`config.mk`:
```
export PLATFORM = sky130hd
export DESIGN_NAME = rf_cfg_sequencer
export DESIGN_NICKNAME = d
export VERILOG_FILES = /design/src/rtl/rf_cfg_sequencer.sv
export SDC_FILE = /design/constraint.sdc
export NUM_CORES = 1
export LEC_CHECK = 0
export ABC_CLOCK_PERIOD_IN_PS = 6050
export CAP_MARGIN = 20
export CORE_MARGIN = 2
export CORE_UTILIZATION = 66
export CTS_CLUSTER_SIZE = 24
export DETAILED_ROUTE_END_ITERATION = 7
export GPL_TIMING_DRIVEN = 0
export PLACE_DENSITY = 0.85
export SLEW_MARGIN = 15
export SYNTH_ARGS = -nofsm -noshare
export SYNTH_HDL_FRONTEND = slang
export SYNTH_SLANG_ARGS = --single-unit
```
`constraint.sdc`:
```
create_clock -name clk -period 6.05 [get_ports clk]
set_clock_uncertainty 0.15 [all_clocks]
set_input_delay 1.21 -clock clk [delete_from_list [all_inputs] [get_ports clk]]
set_output_delay 1.21 -clock clk [all_outputs]
set_load 0.05 [all_outputs]
```
`src/rtl/rf_cfg_sequencer.sv`:
```
`default_nettype none
// +--------------------------------------------------------------------------+
// | rf_cfg_sequencer: quiesces the RF frontend, applies a new configuration, |
// | streams FIR coefficients from a shadow RAM and re-enables stages in order. |
// | Revision 1.0                                                             |
// +--------------------------------------------------------------------------+
module rf_cfg_sequencer #(
  parameter int NCO_WIDTH      = 24,
  parameter int COEFF_WIDTH    = 18,
  parameter int FIR_TAPS       = 64,
  parameter int CIC_DECIMATION = 8,
  parameter int FIR_DECIMATION = 4,
  parameter int DRAIN_CYCLES   = 16,
  parameter int LOCK_TIMEOUT   = 1000
) (
  input  logic                   clk,
  input  logic                   rst_n,
  input  logic                   cfg_valid,
  output logic                   cfg_ready,
  input  logic [NCO_WIDTH-1:0]   cfg_nco_freq,
  input  logic [7:0]             cfg_cic_dec,
  input  logic [7:0]             cfg_fir_dec,
  input  logic                   cfg_load_coeffs,
  input  logic                   host_coeff_wr,
  input  logic [7:0]             host_coeff_addr,
  input  logic [COEFF_WIDTH-1:0] host_coeff_data,
  output logic [NCO_WIDTH-1:0]   nco_freq,
  output logic [7:0]             cic_decimation,
  output logic [7:0]             fir_decimation,
  output logic [COEFF_WIDTH-1:0] fir_coeff_data,
  output logic [7:0]             fir_coeff_addr,
  output logic                   fir_coeff_wr,
  output logic                   fir_coeff_ld,
  output logic                   enable_ddc,
  output logic                   enable_fir,
  output logic                   enable_decimation,
  input  logic                   ddc_locked,
  output logic                   busy,
  output logic                   done,
  output logic                   lock_err,
  output logic [3:0]             seq_state
);

  localparam int ADDR_W  = (FIR_TAPS > 1) ? $clog2(FIR_TAPS) : 1;
  localparam int CNT_MAX = (DRAIN_CYCLES > LOCK_TIMEOUT) ? DRAIN_CYCLES : LOCK_TIMEOUT;
  localparam int CNT_W   = $clog2(CNT_MAX + 1);
  localparam logic [CNT_W-1:0] DRAIN_LAST = CNT_W'(DRAIN_CYCLES - 1);
  localparam logic [CNT_W-1:0] LOCK_LAST  = CNT_W'(LOCK_TIMEOUT - 1);
  localparam logic [8:0]       TAPS       = 9'(FIR_TAPS);

  typedef enum logic [3:0] {
    S_IDLE   = 4'd0,
    S_DRAIN  = 4'd1,
    S_APPLY  = 4'd2,
    S_CW_WR  = 4'd3,
    S_CW_GAP = 4'd4,
    S_CW_LD  = 4'd5,
    S_EN_DDC = 4'd6,
    S_EN_FIR = 4'd7,
    S_EN_DEC = 4'd8
  } state_t;

  state_t                 state;
  logic [CNT_W-1:0]       cnt;
  logic [8:0]             idx;
  logic [8:0]             idx_next;
  logic [NCO_WIDTH-1:0]   lat_nco;
  logic [7:0]             lat_cic;
  logic [7:0]             lat_fir;
  logic                   lat_load;
  logic                   host_in_range;
  logic [COEFF_WIDTH-1:0] shadow [FIR_TAPS];

  assign idx_next      = idx + 9'd1;
  assign host_in_range = ({1'b0, host_coeff_addr} < TAPS);
  assign cfg_ready     = (state == S_IDLE);
  assign seq_state     = state;

  // Shadow RAM is not reset so host-loaded coefficients survive a sequencer reset.
  always_ff @(posedge clk) begin
    if (host_coeff_wr && host_in_range) begin
      shadow[host_coeff_addr[ADDR_W-1:0]] <= host_coeff_data;
    end
  end

  always_ff @(posedge clk or negedge rst_n) begin
    if (!rst_n) begin
      state             <= S_IDLE;
      cnt               <= '0;
      idx               <= '0;
      lat_nco           <= '0;
      lat_cic           <= 8'(CIC_DECIMATION);
      lat_fir           <= 8'(FIR_DECIMATION);
      lat_load          <= 1'b0;
      nco_freq          <= '0;
      cic_decimation    <= 8'(CIC_DECIMATION);
      fir_decimation    <= 8'(FIR_DECIMATION);
      fir_coeff_data    <= '0;
      fir_coeff_addr    <= '0;
      fir_coeff_wr      <= 1'b0;
      fir_coeff_ld      <= 1'b0;
      enable_ddc        <= 1'b0;
      enable_fir        <= 1'b0;
      enable_decimation <= 1'b0;
      busy              <= 1'b0;
      done              <= 1'b0;
      lock_err          <= 1'b0;
    end else begin
      done         <= 1'b0;
      fir_coeff_wr <= 1'b0;
      fir_coeff_ld <= 1'b0;
      case (state)
        S_IDLE: begin
          if (cfg_valid) begin
            lat_nco           <= cfg_nco_freq;
            lat_cic           <= cfg_cic_dec;
            lat_fir           <= cfg_fir_dec;
            lat_load          <= cfg_load_coeffs;
            lock_err          <= 1'b0;
            enable_ddc        <= 1'b0;
            enable_fir        <= 1'b0;
            enable_decimation <= 1'b0;
            busy              <= 1'b1;
            cnt               <= '0;
            state             <= S_DRAIN;
          end
        end
        S_DRAIN: begin
          if (cnt == DRAIN_LAST) begin
            nco_freq       <= lat_nco;
            cic_decimation <= lat_cic;
            fir_decimation <= lat_fir;
            state          <= S_APPLY;
          end else begin
            cnt <= cnt + 1'b1;
          end
        end
        S_APPLY: begin
          idx <= '0;
          cnt <= '0;
          if (lat_load) begin
            fir_coeff_wr   <= 1'b1;
            fir_coeff_addr <= '0;
            fir_coeff_data <= shadow[{ADDR_W{1'b0}}];
            state          <= S_CW_WR;
          end else begin
            enable_ddc <= 1'b1;
            state      <= S_EN_DDC;
          end
        end
        S_CW_WR: begin
          state <= S_CW_GAP;
        end
        S_CW_GAP: begin
          idx <= idx_next;
          if (idx_next == TAPS) begin
            fir_coeff_ld <= 1'b1;
            state        <= S_CW_LD;
          end else begin
            // Read-first: a same-cycle host write to this address lands after the read.
            fir_coeff_wr   <= 1'b1;
            fir_coeff_addr <= idx_next[7:0];
            fir_coeff_data <= shadow[idx_next[ADDR_W-1:0]];
            state          <= S_CW_WR;
          end
        end
        S_CW_LD: begin
          enable_ddc <= 1'b1;
          cnt        <= '0;
          state      <= S_EN_DDC;
        end
        S_EN_DDC: begin
          if (ddc_locked) begin
            enable_fir <= 1'b1;
            state      <= S_EN_FIR;
          end else if (cnt == LOCK_LAST) begin
            lock_err <= 1'b1;
            done     <= 1'b1;
            busy     <= 1'b0;
            state    <= S_IDLE;
          end else begin
            cnt <= cnt + 1'b1;
          end
        end
        S_EN_FIR: begin
          enable_decimation <= 1'b1;
          done              <= 1'b1;
          state             <= S_EN_DEC;
        end
        S_EN_DEC: begin
          busy  <= 1'b0;
          state <= S_IDLE;
        end
        default: begin
          busy  <= 1'b0;
          state <= S_IDLE;
        end
      endcase
    end
  end

endmodule
`default_nettype wire

```
==> metrics.yaml, run 1 <==
run_status:
  status: "finished with violations"
  violations: "DRC"
synthesis:
  yosysSeqAreaShare: 0.7584
  avgSynthCellArea_sq_um: 19.78
  syn_area_sq_um: 50170
  syn_inst: 2537
  synth_edf_count: 1152
  synthFlopType: "edfxtp_1"
  synth-seq-cells: 1290
  async_reset_ff_frac: 0.1070
  yosys_warnings: 0
  syn_nets: 2611
  synth_cell_types: 66
sta:
  setup_viol: 0
  final.period_utilization: 0.7499
  fin_ws_ns: 1.513
  rsz0062_at_grt: "no"
  fin_crit_ns: 4.537
  fin_hold_ws_ns: 0.3306
  timing.fmax_mhz: 220.4
  slew_headroom: 0.2131
  worst_pin_slew_ns: 1.180
  hold_viol_final: 0
  slew_viol_final: 0
pwr:
  power_leakage_nw: 19.09
  power_mw: 24.51
  ir_worst_vdd_v: 0.0003362
  power_density_nw_per_um2: 422.2
floorplan:
  num_io_pins: 151
  dieArea_sq_um: 78240
  chipHeight_microns: 279.7
  core-area_sq_um: 75570
  die_w_microns: 279.7
  initial_utilization: 0.6639
  num_rows: 101
clock_tree:
  cts_root_buf: "clkbuf_16"
  postCtsHoldBufs: 0
  h-tree-depth: 3
  post_cts_resized: 0
  path_clk_slew_ns: 0.06
  numCtsBuffers: 121
  clk_latency_ns: 0.74
  clkSinkCount: 1290
  post_cts_buffers: 0
  cts_tree: "built"
  clockBufferDepth: 3
setup_path:
  cp_cell_sequence: "ha_1, buf_4, buf_2, buf_2, buf_2, mux4_2, a22oi_1, a31oi_1, o2111ai_1, o21ai_0"
  cp_top_family: "buffers and inverters"
  cpMostUsedCell: "buf_2"
  path_buf_inv: 4
  cp-end-kind: "register"
  crit_arrival_ns: 5.00
  start_kind: "register"
  max_stage_delay_ns: 0.79
  critical_path_required_ns: 6.51
  path_max_fanout: 10
  crit_type: "reg2reg"
  crit_slowest_cell: "a31oi_1"
global_routing:
  track_usage: 0.3817
  grt_max_degree: 78
  grt_overflow_total: 0
  grt_pass1_vias: 29620
  grt_pass1_wl_microns: 208900
  grt_antenna_before_repair: 5
routing:
  drc: 1
  drt-total-wl_microns: 146100
  vias_per_cell: 7.435
  drtPass1Iterations: 8
  vias: 29330
  routedWlPerCell_microns: 37.03
  ant_nets: 0
  drt-initial-drc-count: 5307
placement:
  dpl_cell_area_sq_um: 54030
  hpwlAfterDp_microns: 88260
  place_ws_ns: 1.184
  place_congestion: 0.9733
  io_buffers: 148
job:
  cap_viol_max_count: 0
cells_and_area:
  final_area_sq_um: 58070
  nets: 2935
  antenna_cells: 0
  drive_gt1_frac: 0.2696
  area_growth_pct: 15.74
min_path:
  hold_path.class: "reg2reg"
-- registers in the layout, summed over array words and instances, names as in the netlist, 9 cells and up --
name	flops
cnt	10
fir_coeff_data	18
idx	9
lat_nco	24
nco_freq	24
shadow	1152
-- cell usage in the layout (no fill, tap or decap), types with 7 or more instances in the layout --
| cell | Yosys | final |
|---|---|---|
| nand3b_1 | 7 | 7 |
| buf_16 | 0 | 7 |
| clkinv_2 | 0 | 32 |
| buf_4 | 14 | 15 |
| clkinvlp_4 | 0 | 7 |
| clkbuf_1 | 44 | 68 |
| nand2_1 | 283 | 283 |
| nor3_1 | 12 | 12 |
| buf_1 | 18 | 18 |
| a22oi_1 | 18 | 18 |
| edfxtp_1 | 1152 | 1152 |
| dfrtp_1 | 134 | 134 |
| buf_2 | 51 | 68 |
| nor2_4 | 0 | 32 |
| a21oi_1 | 16 | 16 |
| buf_12 | 0 | 15 |
| nor2b_1 | 11 | 9 |
| mux2_2 | 81 | 81 |
| buf_6 | 4 | 17 |
| clkinv_1 | 0 | 18 |
| nor2_2 | 0 | 30 |
| mux2i_1 | 9 | 9 |
| clkdlybuf4s50_1 | 0 | 129 |
| nand3_1 | 47 | 47 |
| o41ai_1 | 7 | 7 |
| o22ai_1 | 33 | 33 |
| nor2_1 | 110 | 48 |
| o21ai_0 | 38 | 38 |
| clkbuf_16 | 0 | 124 |
| buf_8 | 0 | 18 |
| mux4_2 | 302 | 302 |
| bufinv_16 | 0 | 15 |
| and3_1 | 11 | 11 |
| a31oi_1 | 23 | 22 |
-- where the power goes --
part,internal (mW),switching [mW]
Combinational,2.57,3.98
Sequential,9.98,0.193
Clock,4.44,3.36
-- logic make-up (layout without fill, tap and decap cells) --
| logic type | Yosys count | in the layout | share of synthesized area |
|---|---|---|---|
| AO/OA/AOI/OAI | 178 | 178 | 0.02364 |
| XOR/XNOR | 12 | 12 | 0.002394 |
| adder cells (fa/ha/maj) | 2 | 2 | 0.0004987 |
| buffers and inverters | 137 | 567 | 0.01319 |
| flip-flops | 1290 | 1290 | 0.7584 |
| multiplexers | 393 | 393 | 0.1558 |
| AND/OR/NAND/NOR | 525 | 525 | 0.04613 |
-- final timing paths --
path	from	end	slack [ns]	depth (start not counted)
worst max-delay path	idx[1]	fir_coeff_data[15]	1.51	10
worst min-delay path	fir_coeff_addr[5]	fir_coeff_addr[5]	0.33	2
worst max register to register	idx[1]	fir_coeff_data[15]	1.51	10
worst min register to register	fir_coeff_addr[5]	fir_coeff_addr[5]	0.33	2
max in group asynchronous	rst_n	fir_coeff_data[14]	4.59	2
min in group asynchronous	rst_n	lat_nco[0]	0.37	1
-- synthesized netlist by cell type (5+ instances only) --
library cell,number,area share
a211oi_1,5,0.00075
a21oi_1,16,0.0016
a22o_1,6,0.0010
a22oi_1,18,0.0027
a31oi_1,23,0.0029
a32oi_1,6,0.0010
and3_1,11,0.0014
buf_1,18,0.0013
buf_2,51,0.0051
buf_4,14,0.0021
clkbuf_1,44,0.0033
dfrtp_1,134,0.067
edfxtp_1,1152,0.69
inv_1,5,0.00037
mux2_2,81,0.018
mux2i_1,9,0.0018
mux4_2,302,0.14
nand2_1,283,0.021
nand2b_1,6,0.00075
nand3_1,47,0.0047
nand3b_1,7,0.0010
nand4b_1,6,0.0010
nor2_1,110,0.0082
nor2b_1,11,0.0014
nor3_1,12,0.0012
o2111ai_1,6,0.0010
o21ai_0,38,0.0038
o22ai_1,33,0.0041
o31ai_1,5,0.00075
o41ai_1,7,0.0012
or3_1,5,0.00062
xnor2_1,6,0.0010
-- layer usage --
metal	track usage	vias up	part of all wire
met5	0.0006254	-	0.00036
met4	0.2231	8	0.074
met3	0.1359	743	0.15
li1	-	10920	-
met2	0.5869	3060	0.46
met1	0.4752	14600	0.31
-- metrics by stage --
step                      std cells  TNS [ns]  utilization
after floorplan                2537         0            -
after global routing           3945         0       0.7684
after global placement         3663   -204.37       0.6997
after detailed placement       3715         0       0.7149
final                          3945         0       0.7684
after CTS                      3944         0       0.7683
-- cell type report --
| type | instances | area (sq um) |
|---|---|---|
| well taps | 978 | 1224 |
| repair buffers | 201 | 2301 |
| fillers | 3568 | 17500 |
| clock buffers | 152 | 3248 |
| clock inverters | 77 | 782.0 |
| flip-flops and latches | 1290 | 38050 |
| inverters | 5 | 18.77 |
| plain buffers | 132 | 643.1 |
| multi-input cells | 1110 | 11800 |
-- worst min-delay path, delay by kind of cell, from the launching register on --
family | cells | cell delay, ns
simple gates | 2 | 0.11
flops | 1 | 0.34
Power figures use the tool's default switching activity.
==> inputs of run 2 (changes only) <==
--- a/config.mk
+++ b/config.mk
@@ -5,14 +5,14 @@
 export SDC_FILE = /design/constraint.sdc
 export NUM_CORES = 1
 export LEC_CHECK = 0
-export ABC_CLOCK_PERIOD_IN_PS = 6050
+export ABC_CLOCK_PERIOD_IN_PS = 4000
 export CAP_MARGIN = 20
 export CORE_MARGIN = 2
-export CORE_UTILIZATION = 66
+export CORE_UTILIZATION = 55
 export CTS_CLUSTER_SIZE = 24
 export DETAILED_ROUTE_END_ITERATION = 7
 export GPL_TIMING_DRIVEN = 0
-export PLACE_DENSITY = 0.85
+export PLACE_DENSITY = 0.75
 export SLEW_MARGIN = 15
 export SYNTH_ARGS = -nofsm -noshare
 export SYNTH_HDL_FRONTEND = slang
==> constraint.sdc (replaced) <==
create_clock -name clk -period 4 [get_ports clk]
set_clock_uncertainty 0.15 [all_clocks]
set_input_delay 0.8 -clock clk [delete_from_list [all_inputs] [get_ports clk]]
set_output_delay 0.8 -clock clk [all_outputs]
set_load 0.05 [all_outputs]
==> run 2 against run 1 <==
Against the previous run: the flow now finishes without violations; die area rose by 20%; largest power group unchanged; worst setup slack worse by 1.5 ns; non-clock buffer count shrank 5; cell count is 5.2% higher.
==> metrics.yaml, run 2 (synthesis gave the netlist of run 1 again) <==
sta:
  rsz0062_at_grt: "no"
  slew_viol_final: 0
  hold_viol_final: 0
  fin_crit_ns: 3.999
  fin_hold_ws_ns: 0.2245
  tns_ns: 0
  worst_pin_slew_ns: 1.199
  setup_viol: 0
  timing.fmax_mhz: 250.1
  slew_headroom: 0.2005
  final.period_utilization: 0.9997
cells_and_area:
  mostFrequentLayoutCells: "edfxtp_1, mux4_2, nand2_1"
  final_util: 0.6490
  fillCellCount: 5772
  layout_commonest_cell: "edfxtp_1"
  drive_gt1_frac: 0.2698
  largest_register_ffs: 1152
  nets: 2939
  area_growth_pct: 16.61
global_routing:
  grt_overflow_total: 0
  grt_max_degree: 85
  track_usage: 0.2900
  grt_pass1_vias: 27840
  grt_antenna_before_repair: 5
  grt_pass1_wl_microns: 192600
routing:
  routedWlPerCell_microns: 32.22
  drt-initial-drc-count: 4083
  ant_nets: 0
  vias: 27550
  drtPass1Iterations: 6
  vias_per_cell: 6.640
  drc: 0
  drt-total-wl_microns: 133700
floorplan:
  core-area_sq_um: 90150
  dieArea_sq_um: 93660
  num_io_pins: 151
  die_w_microns: 306.0
  initial_utilization: 0.5566
  chipHeight_microns: 306.0
  num_rows: 110
setup_path:
  start_kind: "primary input"
  worst-r2r-setup-slack_ns: 0.04
  critical_path_required_ns: 4.20
  crit_arrival_ns: 4.20
  cp-end-kind: "register"
  r2r-end: "fir_coeff_data[5]"
  r2r_start: "idx[1]"
  crit_type: "in2reg"
  path_max_fanout: 18
  r2r_cells: 9
placement:
  hpwlAfterDp_microns: 86740
  io_buffers: 148
  place_congestion: 1.004
pwr:
  ir_worst_vdd_v: 0.0003888
  power_leakage_nw: 19.17
  power_mw: 37.16
  power_density_nw_per_um2: 635.1
min_path:
  hold_path.class: "in2reg"
  hold_path_depth: 1
  min_to: "shadow[25][9]"
  holdCritStartpoint: "host_coeff_data[9]"
clock_tree:
  h-tree-depth: 4
  numCtsBuffers: 130
  path_clk_slew_ns: 0.06
  clk_latency_ns: 0.73
  cts_root_buf: "clkbuf_16"
  cts_tree: "built"
  clockBufferDepth: 3
  clkSinkCount: 1290
run_status:
  status: "completed"
job:
  cap_viol_max_count: 0
-- run 2: changes by cell type in the layout (fill, tap and decap cells not counted), sizes merged, moves of 4 or more --
cell      delta
diode        +4
clkinv      -14
clkinvlp     -5
buf          -6
clkbuf      +22
inv          +6
-- run 2: stage by stage --
step | setup WS [ns] | instances | area [sq um]
after CTS | 0.009710 | 4143 | 58400
after global placement | -3.276 | 3861 | 53130
after floorplan | 0.09393 | 2537 | 50170
after global routing | 0.01700 | 4148 | 58500
final | 0.001258 | 4149 | 58510
after detailed placement | -0.5146 | 3906 | 54130
-- run 2: how the worst max path moves through the flow --
stage	startpoint	endpoint	cells after the start
6_report	host_coeff_addr[6]	shadow[20][8]	4
5_1_grt	host_coeff_wr	shadow[46][16]	5
4_1_cts	idx[1]	fir_coeff_data[13]	10
3_5_place_dp	host_coeff_wr	shadow[21][2]	4
2_1_floorplan	seq_state[2]	lat_cic[0]	5
3_3_place_gp	rst_n	fir_coeff_data[2]	1
-- run 2: area by class of cell --
type	instances	area, sq um	area share
Antenna cell	4	10.01	0.0001711
Inverter	5	18.77	0.0003208
Clock buffer	175	3578	0.06116
Tap cell	1176	1471	0.02515
Buffer	132	658.1	0.01125
Timing Repair Buffer	196	2187	0.03738
Sequential cell	1290	38050	0.6504
Multi-Input combinational cell	1110	11880	0.2030
Clock inverter	61	656.9	0.01123
-- run 2: per-layer routing --
| layer | up-vias | GRT usage | share of wire |
|---|---|---|---|
| li1 | 10930 | - | - |
| met1 | 14260 | 0.4018 | 0.37 |
| met2 | 2069 | 0.4474 | 0.47 |
| met3 | 287 | 0.07486 | 0.12 |
| met4 | 0 | 0.1156 | 0.039 |
| met5 | - | 0 | 0 |
-- run 2: where the power goes --
part | switching, mW | internal [mW] | leakage [nW]
clock network | 5.10 | 7.08 | 2.06
logic | 5.68 | 3.92 | 4.97
registers | 0.284 | 15.1 | 12.1
-- run 2: worst max-delay path, cell delays in order --
cell             delay (ns)
clkdlybuf4s50_1        0.61
nor3b_1                0.95
nand3_1                0.88
nor2_4                 0.94
-- run 2: timing repair --
action / CTS / global route
hold buffers: 1 / 0
resized for setup: 8 / 16
endpoints found under the hold margin: 50 / 0
setup buffers: 0 / 1
setup endpoints to repair: 13 / 15
